[src/rtl/hazard_stall_ctrl_if.sv]
// ----------------------------------------------------------------------------
// hazard_stall_ctrl_if
//
// Bundle between the hazard request sources (load-use detector, EX branch
// unit, data memory) and the stall/flush controller.
//
// Request side (driven by the pipeline, read by the controller):
//   load_use_hazard  load-use hazard seen in ID this cycle
//   branch_taken     taken branch/jump resolved in EX this cycle
//   dmem_busy        data memory not ready, pipeline must freeze
//
// Control side (driven by the controller, read by the pipeline registers):
//   pc_write         PC write enable
//   if_id_write      IF/ID write enable
//   if_id_flush      IF/ID clear to NOP
//   id_ex_write      ID/EX write enable
//   id_ex_flush      ID/EX clear to bubble
//   ex_mem_write     EX/MEM write enable
//
// Modports:
//   master  the pipeline side (drives requests, consumes controls)
//   slave   the controller side (consumes requests, drives controls)
// ----------------------------------------------------------------------------
interface hazard_stall_ctrl_if;

    logic load_use_hazard;
    logic branch_taken;
    logic dmem_busy;

    logic pc_write;
    logic if_id_write;
    logic if_id_flush;
    logic id_ex_write;
    logic id_ex_flush;
    logic ex_mem_write;

    modport master (
        output load_use_hazard,
        output branch_taken,
        output dmem_busy,
        input  pc_write,
        input  if_id_write,
        input  if_id_flush,
        input  id_ex_write,
        input  id_ex_flush,
        input  ex_mem_write
    );

    modport slave (
        input  load_use_hazard,
        input  branch_taken,
        input  dmem_busy,
        output pc_write,
        output if_id_write,
        output if_id_flush,
        output id_ex_write,
        output id_ex_flush,
        output ex_mem_write
    );

endinterface

[src/rtl/hazard_stall_ctrl.sv]
// ----------------------------------------------------------------------------
// hazard_stall_ctrl
//
// Turns the pipeline's hazard requests into per-stage write-enable and flush
// controls for PC, IF/ID, ID/EX and EX/MEM. Controls are combinational from
// the current state and the current requests, so a stall or flush takes
// effect in the same cycle the request is raised.
//
// Per-cycle priority: dmem_busy > branch_taken > load_use_hazard.
//
//   dmem_busy     freeze every stage, no flush; state is held
//   branch_taken  flush IF/ID and ID/EX for FLUSH_CYCLES cycles
//   load-use      one bubble into ID/EX while PC and IF/ID hold
//
// Ports:
//   clk           rising-edge clock
//   rst_n         synchronous active-low reset
//   pipe          hazard_stall_ctrl_if.slave (requests in, stage controls out)
//   stall_cycles  saturating count of cycles with pc_write=0 (out of reset)
//   flush_events  saturating count of accepted taken branches
//   mem_timeout   sticky; dmem_busy held for MEM_TIMEOUT consecutive cycles
//
// Parameters:
//   FLUSH_CYCLES  cycles IF/ID and ID/EX are flushed per taken branch (1..15)
//   MEM_TIMEOUT   consecutive busy cycles that raise mem_timeout (>= 1)
//   CNT_W         width of the saturating performance counters
// ----------------------------------------------------------------------------
module hazard_stall_ctrl #(
    parameter int unsigned FLUSH_CYCLES = 1,
    parameter int unsigned MEM_TIMEOUT  = 64,
    parameter int unsigned CNT_W        = 16
) (
    input  logic                 clk,
    input  logic                 rst_n,
    hazard_stall_ctrl_if.slave   pipe,
    output logic [CNT_W-1:0]     stall_cycles,
    output logic [CNT_W-1:0]     flush_events,
    output logic                 mem_timeout
);

    // ------------------------------------------------------------------------
    // Local types and constants
    // ------------------------------------------------------------------------
    typedef enum logic [1:0] {
        RUN      = 2'd0,
        LU_STALL = 2'd1,
        FLUSH    = 2'd2
    } state_t;

    // Wide enough to hold MEM_TIMEOUT itself, where the wait counter parks.
    localparam int unsigned WAIT_W = $clog2(MEM_TIMEOUT + 1);

    localparam logic [3:0]        FLUSH_RELOAD = 4'(FLUSH_CYCLES - 1);
    localparam logic [WAIT_W-1:0] WAIT_MAX     = WAIT_W'(MEM_TIMEOUT);
    localparam logic [WAIT_W-1:0] WAIT_LAST    = WAIT_W'(MEM_TIMEOUT - 1);
    localparam logic [CNT_W-1:0]  CNT_MAX      = {CNT_W{1'b1}};

    // ------------------------------------------------------------------------
    // State
    // ------------------------------------------------------------------------
    state_t              state;
    state_t              next_state;
    logic [3:0]          flush_cnt;
    logic [3:0]          next_flush_cnt;
    logic [WAIT_W-1:0]   wait_cnt;
    logic                branch_accept;

    // Stage controls, computed locally and then driven onto the interface.
    logic pc_en;
    logic if_id_en;
    logic if_id_clr;
    logic id_ex_en;
    logic id_ex_clr;
    logic ex_mem_en;

    // ------------------------------------------------------------------------
    // Control decode and next-state logic
    // ------------------------------------------------------------------------
    always_comb begin
        // NOTE: every signal assigned here gets a default first, so no path
        // through the branches below can leave one unassigned and infer a latch.
        pc_en          = 1'b1;
        if_id_en       = 1'b1;
        if_id_clr      = 1'b0;
        id_ex_en       = 1'b1;
        id_ex_clr      = 1'b0;
        ex_mem_en      = 1'b1;
        next_state     = state;
        next_flush_cnt = flush_cnt;
        branch_accept  = 1'b0;

        if (!rst_n) begin
            // Hold every stage and clear IF/ID and ID/EX to NOP while in reset.
            pc_en     = 1'b0;
            if_id_en  = 1'b0;
            id_ex_en  = 1'b0;
            ex_mem_en = 1'b0;
            if_id_clr = 1'b1;
            id_ex_clr = 1'b1;
        end else if (pipe.dmem_busy) begin
            // Full freeze: nothing moves and nothing is cleared, so the
            // branch and load-use requests are simply ignored this cycle.
            pc_en     = 1'b0;
            if_id_en  = 1'b0;
            id_ex_en  = 1'b0;
            ex_mem_en = 1'b0;
        end else if (pipe.branch_taken) begin
            // Wrong-path instructions in IF/ID and ID/EX are discarded while
            // the branch target is fetched. A branch during FLUSH restarts
            // the sequence from the top.
            if_id_clr     = 1'b1;
            id_ex_clr     = 1'b1;
            branch_accept = 1'b1;
            if (FLUSH_CYCLES > 1) begin
                next_state     = FLUSH;
                next_flush_cnt = FLUSH_RELOAD;
            end else begin
                next_state     = RUN;
                next_flush_cnt = 4'd0;
            end
        end else begin
            unique case (state)
                FLUSH: begin
                    // Still on the wrong path: keep clearing, and ignore
                    // load-use requests raised by squashed instructions.
                    if_id_clr      = 1'b1;
                    id_ex_clr      = 1'b1;
                    next_flush_cnt = flush_cnt - 4'd1;
                    if (flush_cnt <= 4'd1) begin
                        next_state = RUN;
                    end
                end
                LU_STALL: begin
                    // The bubble is already in ID/EX; the load has moved on,
                    // so a still-asserted request refers to the same load.
                    next_state = RUN;
                end
                default: begin
                    if (pipe.load_use_hazard) begin
                        pc_en      = 1'b0;
                        if_id_en   = 1'b0;
                        id_ex_clr  = 1'b1;
                        next_state = LU_STALL;
                    end
                end
            endcase
        end
    end

    assign pipe.pc_write     = pc_en;
    assign pipe.if_id_write  = if_id_en;
    assign pipe.if_id_flush  = if_id_clr;
    assign pipe.id_ex_write  = id_ex_en;
    assign pipe.id_ex_flush  = id_ex_clr;
    assign pipe.ex_mem_write = ex_mem_en;

    // ------------------------------------------------------------------------
    // State, wait counter, timeout flag and performance counters
    // ------------------------------------------------------------------------
    // NOTE: reset is sampled on the clock edge rather than in the sensitivity
    // list, so every register here is only ever updated at posedge clk.
    always_ff @(posedge clk) begin
        // NOTE: sequential state uses non-blocking assignments only, so every
        // register sees the pre-edge value of every other register.
        if (!rst_n) begin
            state        <= RUN;
            flush_cnt    <= 4'd0;
            wait_cnt     <= '0;
            mem_timeout  <= 1'b0;
            stall_cycles <= '0;
            flush_events <= '0;
        end else begin
            state     <= next_state;
            flush_cnt <= next_flush_cnt;

            // Counts consecutive busy cycles; parks at MEM_TIMEOUT so it
            // cannot wrap during a very long stall.
            if (pipe.dmem_busy) begin
                if (wait_cnt != WAIT_MAX) begin
                    wait_cnt <= wait_cnt + WAIT_W'(1);
                end
                if (wait_cnt >= WAIT_LAST) begin
                    mem_timeout <= 1'b1;
                end
            end else begin
                wait_cnt <= '0;
            end

            if (!pc_en && (stall_cycles != CNT_MAX)) begin
                stall_cycles <= stall_cycles + CNT_W'(1);
            end

            if (branch_accept && (flush_events != CNT_MAX)) begin
                flush_events <= flush_events + CNT_W'(1);
            end
        end
    end

endmodule

[src/flat_wrapper.sv]
// flat-port wrapper written by rule: the top's interface ports become plain ports
module hazard_stall_ctrl_flat 
#(
    parameter int unsigned FLUSH_CYCLES = 1,
    parameter int unsigned MEM_TIMEOUT  = 64,
    parameter int unsigned CNT_W        = 16
)
  (clk, rst_n, stall_cycles, flush_events, mem_timeout, pipe_load_use_hazard, pipe_branch_taken, pipe_dmem_busy, pipe_pc_write, pipe_if_id_write, pipe_if_id_flush, pipe_id_ex_write, pipe_id_ex_flush, pipe_ex_mem_write);
  hazard_stall_ctrl_if pipe_i ();
  input  logic clk;
  input  logic rst_n;
  output logic [CNT_W-1:0] stall_cycles;
  output logic [CNT_W-1:0] flush_events;
  output logic mem_timeout;
  input wire logic [$bits(pipe_i.load_use_hazard)-1:0] pipe_load_use_hazard;
  input wire logic [$bits(pipe_i.branch_taken)-1:0] pipe_branch_taken;
  input wire logic [$bits(pipe_i.dmem_busy)-1:0] pipe_dmem_busy;
  output wire logic [$bits(pipe_i.pc_write)-1:0] pipe_pc_write;
  output wire logic [$bits(pipe_i.if_id_write)-1:0] pipe_if_id_write;
  output wire logic [$bits(pipe_i.if_id_flush)-1:0] pipe_if_id_flush;
  output wire logic [$bits(pipe_i.id_ex_write)-1:0] pipe_id_ex_write;
  output wire logic [$bits(pipe_i.id_ex_flush)-1:0] pipe_id_ex_flush;
  output wire logic [$bits(pipe_i.ex_mem_write)-1:0] pipe_ex_mem_write;
  assign pipe_i.load_use_hazard = pipe_load_use_hazard;
  assign pipe_i.branch_taken = pipe_branch_taken;
  assign pipe_i.dmem_busy = pipe_dmem_busy;
  assign pipe_pc_write = pipe_i.pc_write;
  assign pipe_if_id_write = pipe_i.if_id_write;
  assign pipe_if_id_flush = pipe_i.if_id_flush;
  assign pipe_id_ex_write = pipe_i.id_ex_write;
  assign pipe_id_ex_flush = pipe_i.id_ex_flush;
  assign pipe_ex_mem_write = pipe_i.ex_mem_write;
  hazard_stall_ctrl #(.FLUSH_CYCLES(FLUSH_CYCLES), .MEM_TIMEOUT(MEM_TIMEOUT), .CNT_W(CNT_W)) u_core (.clk(clk), .rst_n(rst_n), .pipe(pipe_i), .stall_cycles(stall_cycles), .flush_events(flush_events), .mem_timeout(mem_timeout));
endmodule
[config.mk]
export PLATFORM = sky130hd
export DESIGN_NAME = hazard_stall_ctrl_flat
export DESIGN_NICKNAME = d
export VERILOG_FILES = /design/src/rtl/hazard_stall_ctrl_if.sv /design/src/rtl/hazard_stall_ctrl.sv /design/src/flat_wrapper.sv
export SDC_FILE = /design/constraint.sdc
export NUM_CORES = 1
export LEC_CHECK = 0
export CAP_MARGIN = 20
export CORE_ASPECT_RATIO = 1.4
export CORE_MARGIN = 1
export CORE_UTILIZATION = 54
export DETAILED_ROUTE_END_ITERATION = 8
export GPL_TIMING_DRIVEN = 1
export PLACE_DENSITY = 0.84
export SLEW_MARGIN = 15
export SYNTH_ARGS = -nofsm -noshare
export SYNTH_HDL_FRONTEND = slang
export SYNTH_SLANG_ARGS = --single-unit
[constraint.sdc]
create_clock -name clk -period 3.1 [get_ports clk]
set_input_delay 0.62 -clock clk [delete_from_list [all_inputs] [get_ports clk]]
set_output_delay 0.62 -clock clk [all_outputs]
set_load 0.03 [all_outputs]
### Word level (Yosys, flattened, before mapping)

Cells that the tools add are included.

| storage, ports and cells | value |
|---|---|
| register bits after elaboration | 46 |
| output and inout port bits | 39 |
| input port bits | 5 |
| logic and storage cells | 54 |

| cells by class | value |
|---|---|
| muxes and demuxes | 25 |
| bitwise gates (word level) | 1 |
| equal/unequal tests | 6 |
| magnitude comparators | 2 |
| reductions and logical operators | 10 |
| add/subtract/negate cells | 4 |

Operators by type and width:

| operator | number |
|---|---|
| 16-bit by 1-bit adder with 16-bit output, second input constant | 2 |
| 16-bit != test, second input constant | 2 |
| 1-bit 2-to-1 mux | 18 |
| 4-bit 2-to-1 mux | 2 |
| 7-bit by 1-bit adder with 7-bit output, second input constant | 1 |
| 7-bit by 6-bit greater-or-equal comparator with 1-bit output, second input constant | 1 |
| 7-bit != test, second input constant | 1 |
| 2-bit 2-to-1 mux | 3 |
| 2-bit AND reduction | 3 |
| 4-bit by 1-bit <= comparator with 1-bit output, second input constant | 1 |
| 2-bit case mux with 2 select lines | 1 |
| 4-bit nonzero test | 1 |
| 4-bit by 1-bit subtractor with 4-bit output, second input constant | 1 |
| 3-bit by 2-bit != test with 1-bit output, second input constant | 1 |
| 3-bit AND reduction | 1 |
| 2-bit by 1-bit equality test with 1-bit output, second input constant | 1 |
| 2-bit equality test, second input constant | 1 |
| 1-bit logical AND | 2 |
| 1-bit case mux with 2 select lines | 1 |
| 2-bit nonzero test | 1 |
| 2-bit OR reduction | 1 |
| 1-bit zero test | 1 |
| 1-bit inverter | 1 |

### Logic depth before layout (Yosys ltp)

Gate-level depths: netlist of run 1.

| logic depth | value |
|---|---|
| depth in word-level cells | 8 |
| gate-level depth with buffers | 8 |
| mapped depth without buffers | 7 |

### Least setup slack after synthesis of run 1

No wires, ideal clock.

| path | value |
|---|---|
| path kind | input to output |
| from | input port pipe_dmem_busy |
| to | output port pipe_pc_write |
| buffers on the path | 2 |
| required time | 2.480 ns |
| arrival time | 1.873 ns |
| stages on the path | 6 |
| setup slack | 0.607 ns |
| cells stage by stage | buf_2 -> nand2b_1 -> inv_1 -> nand2_1 -> inv_1 -> buf_4 |

| between the ends | value |
|---|---|
| longest elaborated chain between the ends | 2 |

Ends and longest elaborated chain:

| item | line | source |
|---|---|---|
| start: declaration | flat_wrapper.sv:17 | `input wire logic [$bits(pipe_i.dmem_busy)-1:0] pipe_dmem_busy;` |
| 1-bit 2-to-1 mux (2 in a row) | -- |  |
| end: declaration | flat_wrapper.sv:18 | `output wire logic [$bits(pipe_i.pc_write)-1:0] pipe_pc_write;` |

Every way passes these cells.

### Worst setup path after layout of run 1

| path | value |
|---|---|
| from | input port pipe_branch_taken |
| to | output port pipe_if_id_flush |

| between the ends | value |
|---|---|
| longest elaborated chain between the ends | 3 |

Ends and longest elaborated chain:

| item | line | source |
|---|---|---|
| start: declaration | flat_wrapper.sv:16 | `input wire logic [$bits(pipe_i.branch_taken)-1:0] pipe_branch_taken;` |
| 1-bit 2-to-1 mux | hazard_stall_ctrl.sv:107 | `end else if (pipe.branch_taken) begin` |
| 1-bit 2-to-1 mux | hazard_stall_ctrl.sv:100 | `end else if (pipe.dmem_busy) begin` |
| 1-bit 2-to-1 mux | hazard_stall_ctrl.sv:92 | `if (!rst_n) begin` |
| end: declaration | flat_wrapper.sv:20 | `output wire logic [$bits(pipe_i.if_id_flush)-1:0] pipe_if_id_flush;` |

Every way passes these cells.

==> impl_summary.log, run 1 <==
[metrics] run status: complete, no violations
[metrics] xor and xnor fraction of the mapped netlist area: about 9.2%
[metrics] clock buffer depth: 2
[metrics] maximum fanout along the worst path: 6
[metrics] largest vdd supply drop: approximately 0.49 mV
[metrics] number of max-cap violations: 0
[metrics] fraction of power consumed by combinational cells: under 10%
[metrics] Final setup violation count: 0
[metrics] number of hold violations in the final report: 0
[metrics] Setup Fix Bufs, Post-CTS: 0
[metrics] count of nets left with antenna violations after detail routing: 0
[metrics] TritonCTS buffer count: 5
[metrics] total inserted antenna cells: 0
[metrics] kind of capture point of the worst setup path: output port
[metrics] die span in x: 54.7 um
[metrics] setup slack of the worst register-to-register path: 1.16 ns
[metrics] Post-Synthesis Cells: 252
[metrics] adder and majority gate portion of the synthesized area: under 10%
[metrics] Layout Area Growth over Synthesis: 25.4%
[metrics] Initial DRC Count: 58
[metrics] Yosys warning total: 0
[metrics] Initial Util: a little under three fifths
[metrics] total of buffers placed on input and output ports: 43
[metrics] CP Launch Type: input pin
[metrics] slew at the pin with the worst max-slew slack: about 0.66 ns
[metrics] clock network power share: a little over a third
[metrics] latest clock arrival within the worst-skew pair: approximately 0.29 ns
[metrics] top-level port count: 44
[metrics] final core utilization: 71.5%
[metrics] wire length of the first global-routing pass: 7670 um
[metrics] HP Start: u_core.mem_timeout
[metrics] root cell of the clock tree: clkbuf_8
[metrics] Chip Height: 75.7 um
[metrics] sum of internal, switching and leakage power: 0.987 mW
[metrics] first element of the critical path: pipe_branch_taken
[metrics] fraction of registers with async set or reset after synthesis: 0%
[metrics] post-synth design cell area: about 0.0021 sq mm
[metrics] Most used DFF post-synth: dfxtp_1
[metrics] end point of the most critical hold path: u_core.mem_timeout
[metrics] highest achievable clock rate: 358 MHz
[metrics] leakage dissipation: 0.899 nW
[metrics] sequential fraction of the synthesis area: roughly 40%
[metrics] post-synthesis mux area share: less than 1%
[metrics] share of final-layout standard cells stronger than drive strength 1: 7.43%
[metrics] switching power as a share of total power: 24.5%
[metrics] critical register-to-register path endpoint: u_core.stall_cycles[9]
[metrics] post-synthesis compound-gate area fraction: between 10% and 20%
[metrics] number of antenna violations at the first check in global routing: 0
[metrics] setup slack after placement: 0.342 ns
[metrics] final HPWL from detailed placement: between 3000 and 4000 um
[metrics] worst hold path depth: 2
[metrics] fill cell instance count of the final layout: between 300 and 400
[metrics] Overflow after GRT: 0
[metrics] setup repair after global routing missed its margin: false
[metrics] Internal Pwr Total: ~0.75 mW
[metrics] net count reported at finish: between 300 and 400
[metrics] WL per Instance: 13.7 um
[metrics] total die area: 0.00414 sq mm
[metrics] post-synth net total: roughly 260
[metrics] worst r2r path cells: 6
[metrics] total iterations of the first detailed-routing run: 4
[metrics] #FFs+latches synth: 41
[metrics] class of the most critical setup path: in2out
[metrics] placement row count: 26
[metrics] total global routing track utilization: around a quarter
[metrics] tightest slew margin relative to the limit: a little under three fifths
[metrics] WHS: roughly 0.48 ns
[metrics] critical path data arrival time: between 2 and 2.5 ns
[metrics] largest family of logic cells by synthesized area: simple AND/OR/NAND/NOR gates
[metrics] htree depth: 2
[metrics] TritonCTS clock tree: yes
[metrics] launching point of the worst reg2reg path: u_core.stall_cycles[0]
[metrics] share of synthesized cell area in and, or, nand and nor gates: about a third
[metrics] total number of vias: ~2k
[metrics] Post-Syn Area per Cell: 8.32 sq um
[metrics] final critical-path share of the clock period: 90.0%
[metrics] via count of the first global-routing pass: ~1.8k
[metrics] Post-synth EDFFs: 0
[metrics] min-delay worst type: reg2reg
[metrics] clock sink count: 41
[metrics] relative contribution of sequential cells to total power: 55.2%
[metrics] largest net degree at the start of global routing: 18
[metrics] last weighted congestion value of the routability-driven placer: ~0.83
[metrics] clock skew after layout: 0.00177 ns
[metrics] slack of the critical path: slightly above 0.3 ns
[metrics] number of distinct library cells after synthesis: between 40 and 50
[metrics] area of the core: roughly 0.0037 sq mm
[metrics] Worst Path Required: 2.48 ns
[metrics] total length of routed wires: approximately 4600 um
[metrics] min Tclk post-route: approximately 2.8 ns
[metrics] clock-pin slew on the worst setup and hold paths: 0.07 ns
[metrics] Remaining DRCs: 0
[metrics] Total Negative Setup Slacks: 0 ns
[metrics] number of cells upsized or downsized after cts: 0
[metrics] power dissipated by switching net loads: between 0.2 and 0.25 mW
[metrics] Final Max Tran Viols: 0
[metrics] average vias per placed instance: about 6
[metrics] post-cts hold buffer count: 0
[metrics] power density normalized to cell area: approximately 380 mW/mm^2
==> per-stage QoR <==
step	instances	area, sq um
finish	338	2630
global route	338	2630
CTS	338	2630
detailed placement	331	2540
global placement	331	2540
floorplan	252	2100
==> cell usage in the layout (no fill, tap or decap), types with 3 or more instances in the layout <==
| cell type | Yosys | routed |
|---|---|---|
| nor2_1 | 35 | 35 |
| nor3b_1 | 3 | 3 |
| dfxtp_1 | 41 | 41 |
| ha_1 | 4 | 4 |
| clkdlybuf4s50_1 | 0 | 39 |
| nand3_1 | 20 | 20 |
| clkbuf_8 | 0 | 6 |
| nand2_1 | 20 | 20 |
| nor4_1 | 3 | 3 |
| a31oi_1 | 4 | 4 |
| inv_1 | 10 | 10 |
| nand4_1 | 7 | 7 |
| o21ai_0 | 10 | 10 |
| buf_4 | 2 | 6 |
| nor3_1 | 14 | 14 |
| or3_1 | 3 | 3 |
| xnor2_1 | 18 | 18 |
| and3_1 | 4 | 4 |
| xor2_1 | 4 | 4 |
| a21oi_1 | 9 | 9 |
==> synth_stat cells (4+ instances only) <==
| cell type | count | area (sq um) |
|---|---|---|
| a21oi_1 | 9 | 45.0 |
| a31oi_1 | 4 | 25.0 |
| and3_1 | 4 | 25.0 |
| dfxtp_1 | 41 | 821 |
| ha_1 | 4 | 50.1 |
| inv_1 | 10 | 37.5 |
| nand2_1 | 20 | 75.1 |
| nand3_1 | 20 | 100 |
| nand4_1 | 7 | 43.8 |
| nor2_1 | 35 | 131 |
| nor3_1 | 14 | 70.1 |
| o21ai_0 | 10 | 50.1 |
| xnor2_1 | 18 | 158 |
| xor2_1 | 4 | 35.0 |
==> power by group through the flow <==
stage / clock, mW / combinational [mW] / sequential, mW
after floorplan: 0 / 0.0455 / 0.566
after global placement: 0 / 0.0858 / 0.556
after detailed placement: 0 / 0.0881 / 0.557
after CTS: 0.359 / 0.0884 / 0.545
after global routing: 0.376 / 0.0971 / 0.547
final: 0.355 / 0.0880 / 0.545
==> metal layers <==
layer  wire length, um  global-route usage [%]
met1              1950                    29.1
met2              2380                    43.9
met3               224                    5.59
met4                76                    10.5
met5                 0                       0
==> area by class of cell <==
type | count | area [sq um] | area share [%]
multi-input combinational | 193 | 1200 | 45.5
sequential | 41 | 821 | 31.2
timing repair buffer | 45 | 435 | 16.6
clock buffer | 7 | 86.3 | 3.28
tap | 42 | 52.6 | 2.00
inverter | 10 | 37.5 | 1.43
==> registers in the layout, summed over array words and instances (netlist names) <==
signal and cells:
u_core.flush_events 16, u_core.stall_cycles 16, u_core.wait_cnt 7, u_core.mem_timeout 1
u_core.state 1
==> worst max path at each step <==
stage,endpoint,slack [ns]
finish,pipe_if_id_flush,0.31
global route,pipe_if_id_write,0.21
CTS,pipe_if_id_flush,0.32
detailed placement,pipe_if_id_flush,0.34
global placement,pipe_if_id_flush,0.31
floorplan,pipe_pc_write,0.61
==> critical path, stage by stage <==
cell and delay (ns):
clkdlybuf4s50_1 0.55, inv_1 0.07, o21ai_0 0.21, clkdlybuf4s50_1 0.72
==> cell families (layout without fill, tap and decap cells) <==
group	after synthesis	after routing
muxes	2	2
DFF	41	41
buffers and inverters	18	62
and+or+nand+nor	130	130
AOI/OAI and AO/OA	35	35
xor gates and xnor gates	22	22
adders and majority gates	4	4
No activity file was read; power rests on OpenSTA's default activity.
==> run 2: changes to the inputs <==
- SLEW_MARGIN: 15 -> not set
==> results of run 2 <==
Same layout as run 1: the final DEF is identical, and so are final timing and power.
==> run 3: changes to the inputs <==
- ABC_AREA: not set -> 1
- PLACE_DENSITY: 0.84 -> 0.83
==> run 3 against run 2 <==
Compared with the run above:
- cell count increased by 28%
- non-clock buffer count decreased by 1
- largest cell class unchanged
- utilization shrank 2.1 points
- die area grew 7.9%
- combinational power grew 12%
- critical path type unchanged
- worst hold slack worse by 0.025 ns
- the flow now finishes with violations (DRC)
- clock skew increased by 0.0061 ns
- synthesized cell count grew 38%
- clock power down 5%
- area after synthesis rose by 8.2%
==> impl_summary.log, run 3 <==
[metrics] slack of the critical path: 0.310 ns (about the same)
[metrics] sequential fraction of the synthesis area: 36.2% (was 39.2%)
[metrics] Layout Area Growth over Synthesis: 22.1% (was 25.4%)
[metrics] maximum fanout along the worst path: 8 (was 6)
[metrics] clock buffer depth: 2 (unchanged)
[metrics] cells traversed along the worst timing path: clkdlybuf4s50_1, nand2_1, nand3_1, nand2_1, clkdlybuf4s50_1 (was clkdlybuf4s50_1, inv_1, o21ai_0, clkdlybuf4s50_1)
[metrics] total inserted antenna cells: 0 (unchanged)
[metrics] top-count cell post-synth: nand2_1 (was dfxtp_1)
[metrics] number of distinct library cells after synthesis: 27 (was 44)
[metrics] count of nets left with antenna violations after detail routing: 0 (unchanged)
[metrics] tightest slew margin relative to the limit: 75.8% (was 55.5%)
[metrics] average vias per placed instance: 5.33 (was 5.90)
[metrics] Non-Filler Cell Area, Final: 0.00277 sq mm (was 0.00263 sq mm)
[metrics] CP Launch Type: input pin (unchanged)
[metrics] TritonCTS clock tree: yes (unchanged)
[metrics] final HPWL from detailed placement: 3740 um (was 3330 um)
[metrics] setup slack after placement: 0.313 ns (was 0.342 ns)
[metrics] total iterations of the first detailed-routing run: 6 (was 4)
[metrics] Post-synth EDFFs: 0 (unchanged)
[metrics] share of final-layout standard cells stronger than drive strength 1: 8.18% (was 7.43%)
[metrics] setup slack of the worst register-to-register path: 1.37 ns (was 1.16 ns)
[metrics] most common cell after layout, fill and taps aside: nand2_1 (was dfxtp_1)
[metrics] Remaining DRCs: 6 (was 0)
[metrics] post-cts hold buffer count: 0 (unchanged)
[metrics] Final setup violation count: 0 (unchanged)
[metrics] area of the core: 0.00399 sq mm (was 0.00368 sq mm)
[metrics] clock skew after layout: 0.00790 ns (was 0.00177 ns)
[metrics] Post-Syn Area per Cell: 6.53 sq um (was 8.32 sq um)
[metrics] root cell of the clock tree: clkbuf_8 (unchanged)
[metrics] Worst Path Required: 2.48 ns (about the same)
[metrics] Cell Count, Final, Fillers Out: 434 (was 338)
[metrics] placed cell area: 0.00269 sq mm (was 0.00254 sq mm)
[metrics] largest vdd supply drop: 0.216 mV (was 0.485 mV)
[metrics] net count reported at finish: 399 (was 305)
[metrics] fraction of registers with async set or reset after synthesis: 0% (unchanged)
[metrics] min Tclk post-route: 2.79 ns (about the same)
[metrics] share of Yosys cell area claimed by the top area cell type: 36.2% (was 39.2%)
[metrics] final core utilization: 69.5% (was 71.5%)
[metrics] CP endpoint: pipe_id_ex_flush (was pipe_if_id_flush)
[metrics] Initial Util: 56.9% (was 57.0%)
[metrics] run status: finished, violations left (was complete, no violations)
[metrics] last weighted congestion value of the routability-driven placer: 0.853 (was 0.831)
[metrics] total of buffers placed on input and output ports: 43 (unchanged)
[metrics] Initial DRC Count: 136 (was 58)
[metrics] total length of routed wires: 5050 um (was 4630 um)
[metrics] #FFs+latches synth: 41 (unchanged)
[metrics] min-delay worst type: reg2reg (unchanged)
[metrics] cell at the slowest stage of the critical path: clkdlybuf4s50_1 (unchanged)
[metrics] placement row count: 27 (was 26)
[metrics] GR Layer Usage met3: 4.12% (was 5.59%)
[metrics] Synth top cells by count: nand2_1, nor2_1, dfxtp_1 (was dfxtp_1, nor2_1, nand2_1, nand3_1, xnor2_1)
[metrics] class of the most critical setup path: in2out (unchanged)
[metrics] slew at the pin with the worst max-slew slack: 0.363 ns (was 0.661 ns)
[metrics] clock-pin slew on the worst setup and hold paths: 0.08 ns (was 0.07 ns)
[metrics] WL per Instance: 11.6 um (was 13.7 um)
[metrics] first element of the critical path: rst_n (was pipe_branch_taken)
[metrics] launching point of the worst reg2reg path: u_core.flush_events[0] (was u_core.stall_cycles[0])
[metrics] Most used DFF post-synth: dfxtp_1 (unchanged)
[metrics] die span in x: 56.8 um (was 54.7 um)
[metrics] kind of capture point of the worst setup path: output port (unchanged)
[metrics] total number of vias: 2312 (was 1995)
[metrics] largest net degree at the start of global routing: 31 (was 18)
[metrics] critical path data arrival time: 2.17 ns (about the same)
[metrics] number of max-cap violations: 0 (unchanged)
[metrics] Post-Synthesis Cells: 347 (was 252)
[metrics] leakage dissipation: 1.07 nW (was 0.899 nW)
[metrics] top-level port count: 44 (unchanged)
[metrics] Area contributors post-synth: dfxtp_1, nand2_1, nor2_1, nand3_1, a21oi_1 (was dfxtp_1, xnor2_1, nor2_1, nand3_1, nand2_1)
[metrics] Final Max Tran Viols: 0 (unchanged)
[metrics] number of cells upsized or downsized after cts: 0 (unchanged)
[metrics] Chip Height: 78.7 um (was 75.7 um)
[metrics] biggest regs: u_core.flush_events x16, u_core.stall_cycles x16, u_core.wait_cnt x7 (unchanged)
[metrics] post-synth design cell area: 0.00227 sq mm (was 0.00210 sq mm)
[metrics] Yosys warning total: 0 (unchanged)
[metrics] worst r2r path cells: 8 (was 6)
[metrics] WHS: 0.458 ns (was 0.484 ns)
[metrics] via count of the first global-routing pass: 2146 (was 1753)
[metrics] latest clock arrival within the worst-skew pair: 0.29 ns (about the same)
[metrics] most area-hungry cell type in the Yosys netlist: dfxtp_1 (unchanged)
[metrics] number of antenna violations at the first check in global routing: 0 (unchanged)
[metrics] critical register-to-register path endpoint: u_core.flush_events[2] (was u_core.stall_cycles[9])
[metrics] met2 Track Usage GR: 46.8% (was 43.9%)
[metrics] violated checks: DRC
[metrics] maximum single-stage delay on the critical path: 0.66 ns (was 0.72 ns)
[metrics] Overflow after GRT: 0 (unchanged)
[metrics] post-synth net total: 356 (was 261)
[metrics] total die area: 0.00447 sq mm (was 0.00414 sq mm)
[metrics] most frequent cells in the layout: nand2_1, nor2_1, dfxtp_1, clkdlybuf4s50_1, nand3_1 (was dfxtp_1, clkdlybuf4s50_1, nor2_1, nand2_1, nand3_1)
[metrics] TritonCTS buffer count: 5 (unchanged)
[metrics] total global routing track utilization: 24.8% (was 25.4%)
[metrics] final critical-path share of the clock period: 90.0% (about the same)
[metrics] htree depth: 2 (unchanged)
[metrics] met1 Use GR: 26.5% (was 29.1%)
[metrics] Top Usage Layer GRT: met2 (unchanged)
[metrics] Total Negative Setup Slacks: 0 ns (unchanged)
[metrics] sum of internal, switching and leakage power: 0.976 mW (was 0.987 mW)
[metrics] wire length of the first global-routing pass: 8850 um (was 7670 um)
[metrics] number of hold violations in the final report: 0 (unchanged)
[metrics] Placed Cells incl. Taps: 426 (was 331)
[metrics] power density normalized to cell area: 353 mW/mm^2 (was 376 mW/mm^2)
[metrics] Setup Fix Bufs, Post-CTS: 0 (unchanged)
[metrics] setup repair after global routing missed its margin: false (unchanged)
[metrics] highest achievable clock rate: 358 MHz (about the same)
[metrics] clock sink count: 41 (unchanged)
## run 3: cell types whose count changed after synthesis, sizes merged, moves of 8 or more
cell,delta
nand2,+66
xnor2,-18
nor2,+43
nor3,-8
nand3,+20
a21oi,+18
inv,+23
## run 3: worst min-delay path by stage
stage | to | startpoint | cells past startpoint | slack (ns)
2_1_floorplan | u_core.wait_cnt[0] | u_core.wait_cnt[0] | 2 | 0.47
3_3_place_gp | u_core.mem_timeout | u_core.mem_timeout | 2 | 0.45
3_5_place_dp | u_core.mem_timeout | u_core.mem_timeout | 2 | 0.44
4_1_cts | u_core.mem_timeout | u_core.mem_timeout | 2 | 0.46
5_1_grt | u_core.mem_timeout | u_core.mem_timeout | 2 | 0.48
6_report | u_core.mem_timeout | u_core.mem_timeout | 2 | 0.46
## run 3: final cells by class
type	count	area, sq um
Sequential cell	41	821
Clock buffer	6	72.6
Fill cell	373	1220
Clock inverter	2	10.0
Timing Repair Buffer	44	428
Inverter	33	124
Multi-Input combinational cell	265	1260
Tap cell	43	53.8
## run 3: critical path: cells and delay by family
kind | cells | cell delay [ns]
buffers and inverters | 2 | 1.11
and+or+nand+nor | 3 | 0.44
## run 3: logic make-up (layout without fill, tap and decap cells)
| group | Yosys count | in the layout | share of synthesized area, % |
|---|---|---|---|
| AND/OR/NAND/NOR | 219 | 219 | 43.1 |
| AO/OA/AOI/OAI | 37 | 37 | 8.33 |
| buffers and inverters | 41 | 85 | 8.22 |
| adder cells (fa/ha/maj) | 4 | 4 | 2.21 |
| flip-flops | 41 | 41 | 36.2 |
| XOR/XNOR | 5 | 5 | 1.93 |
## run 3: layer usage
layer | vias to the layer above | routed length [um]
met1 | 1056 | 2120
li1 | 1197 | -
met4 | 0 | 51
met5 | - | 0
met2 | 55 | 2690
met3 | 4 | 193
## run 3: power breakdown
part / switching (mW) / internal, mW / leakage (nW)
Clock: 0.180 / 0.156 / 0.0450
Sequential: 0.00824 / 0.534 / 0.332
Combinational: 0.0606 / 0.0381 / 0.698
Total: 0.248 / 0.728 / 1.07
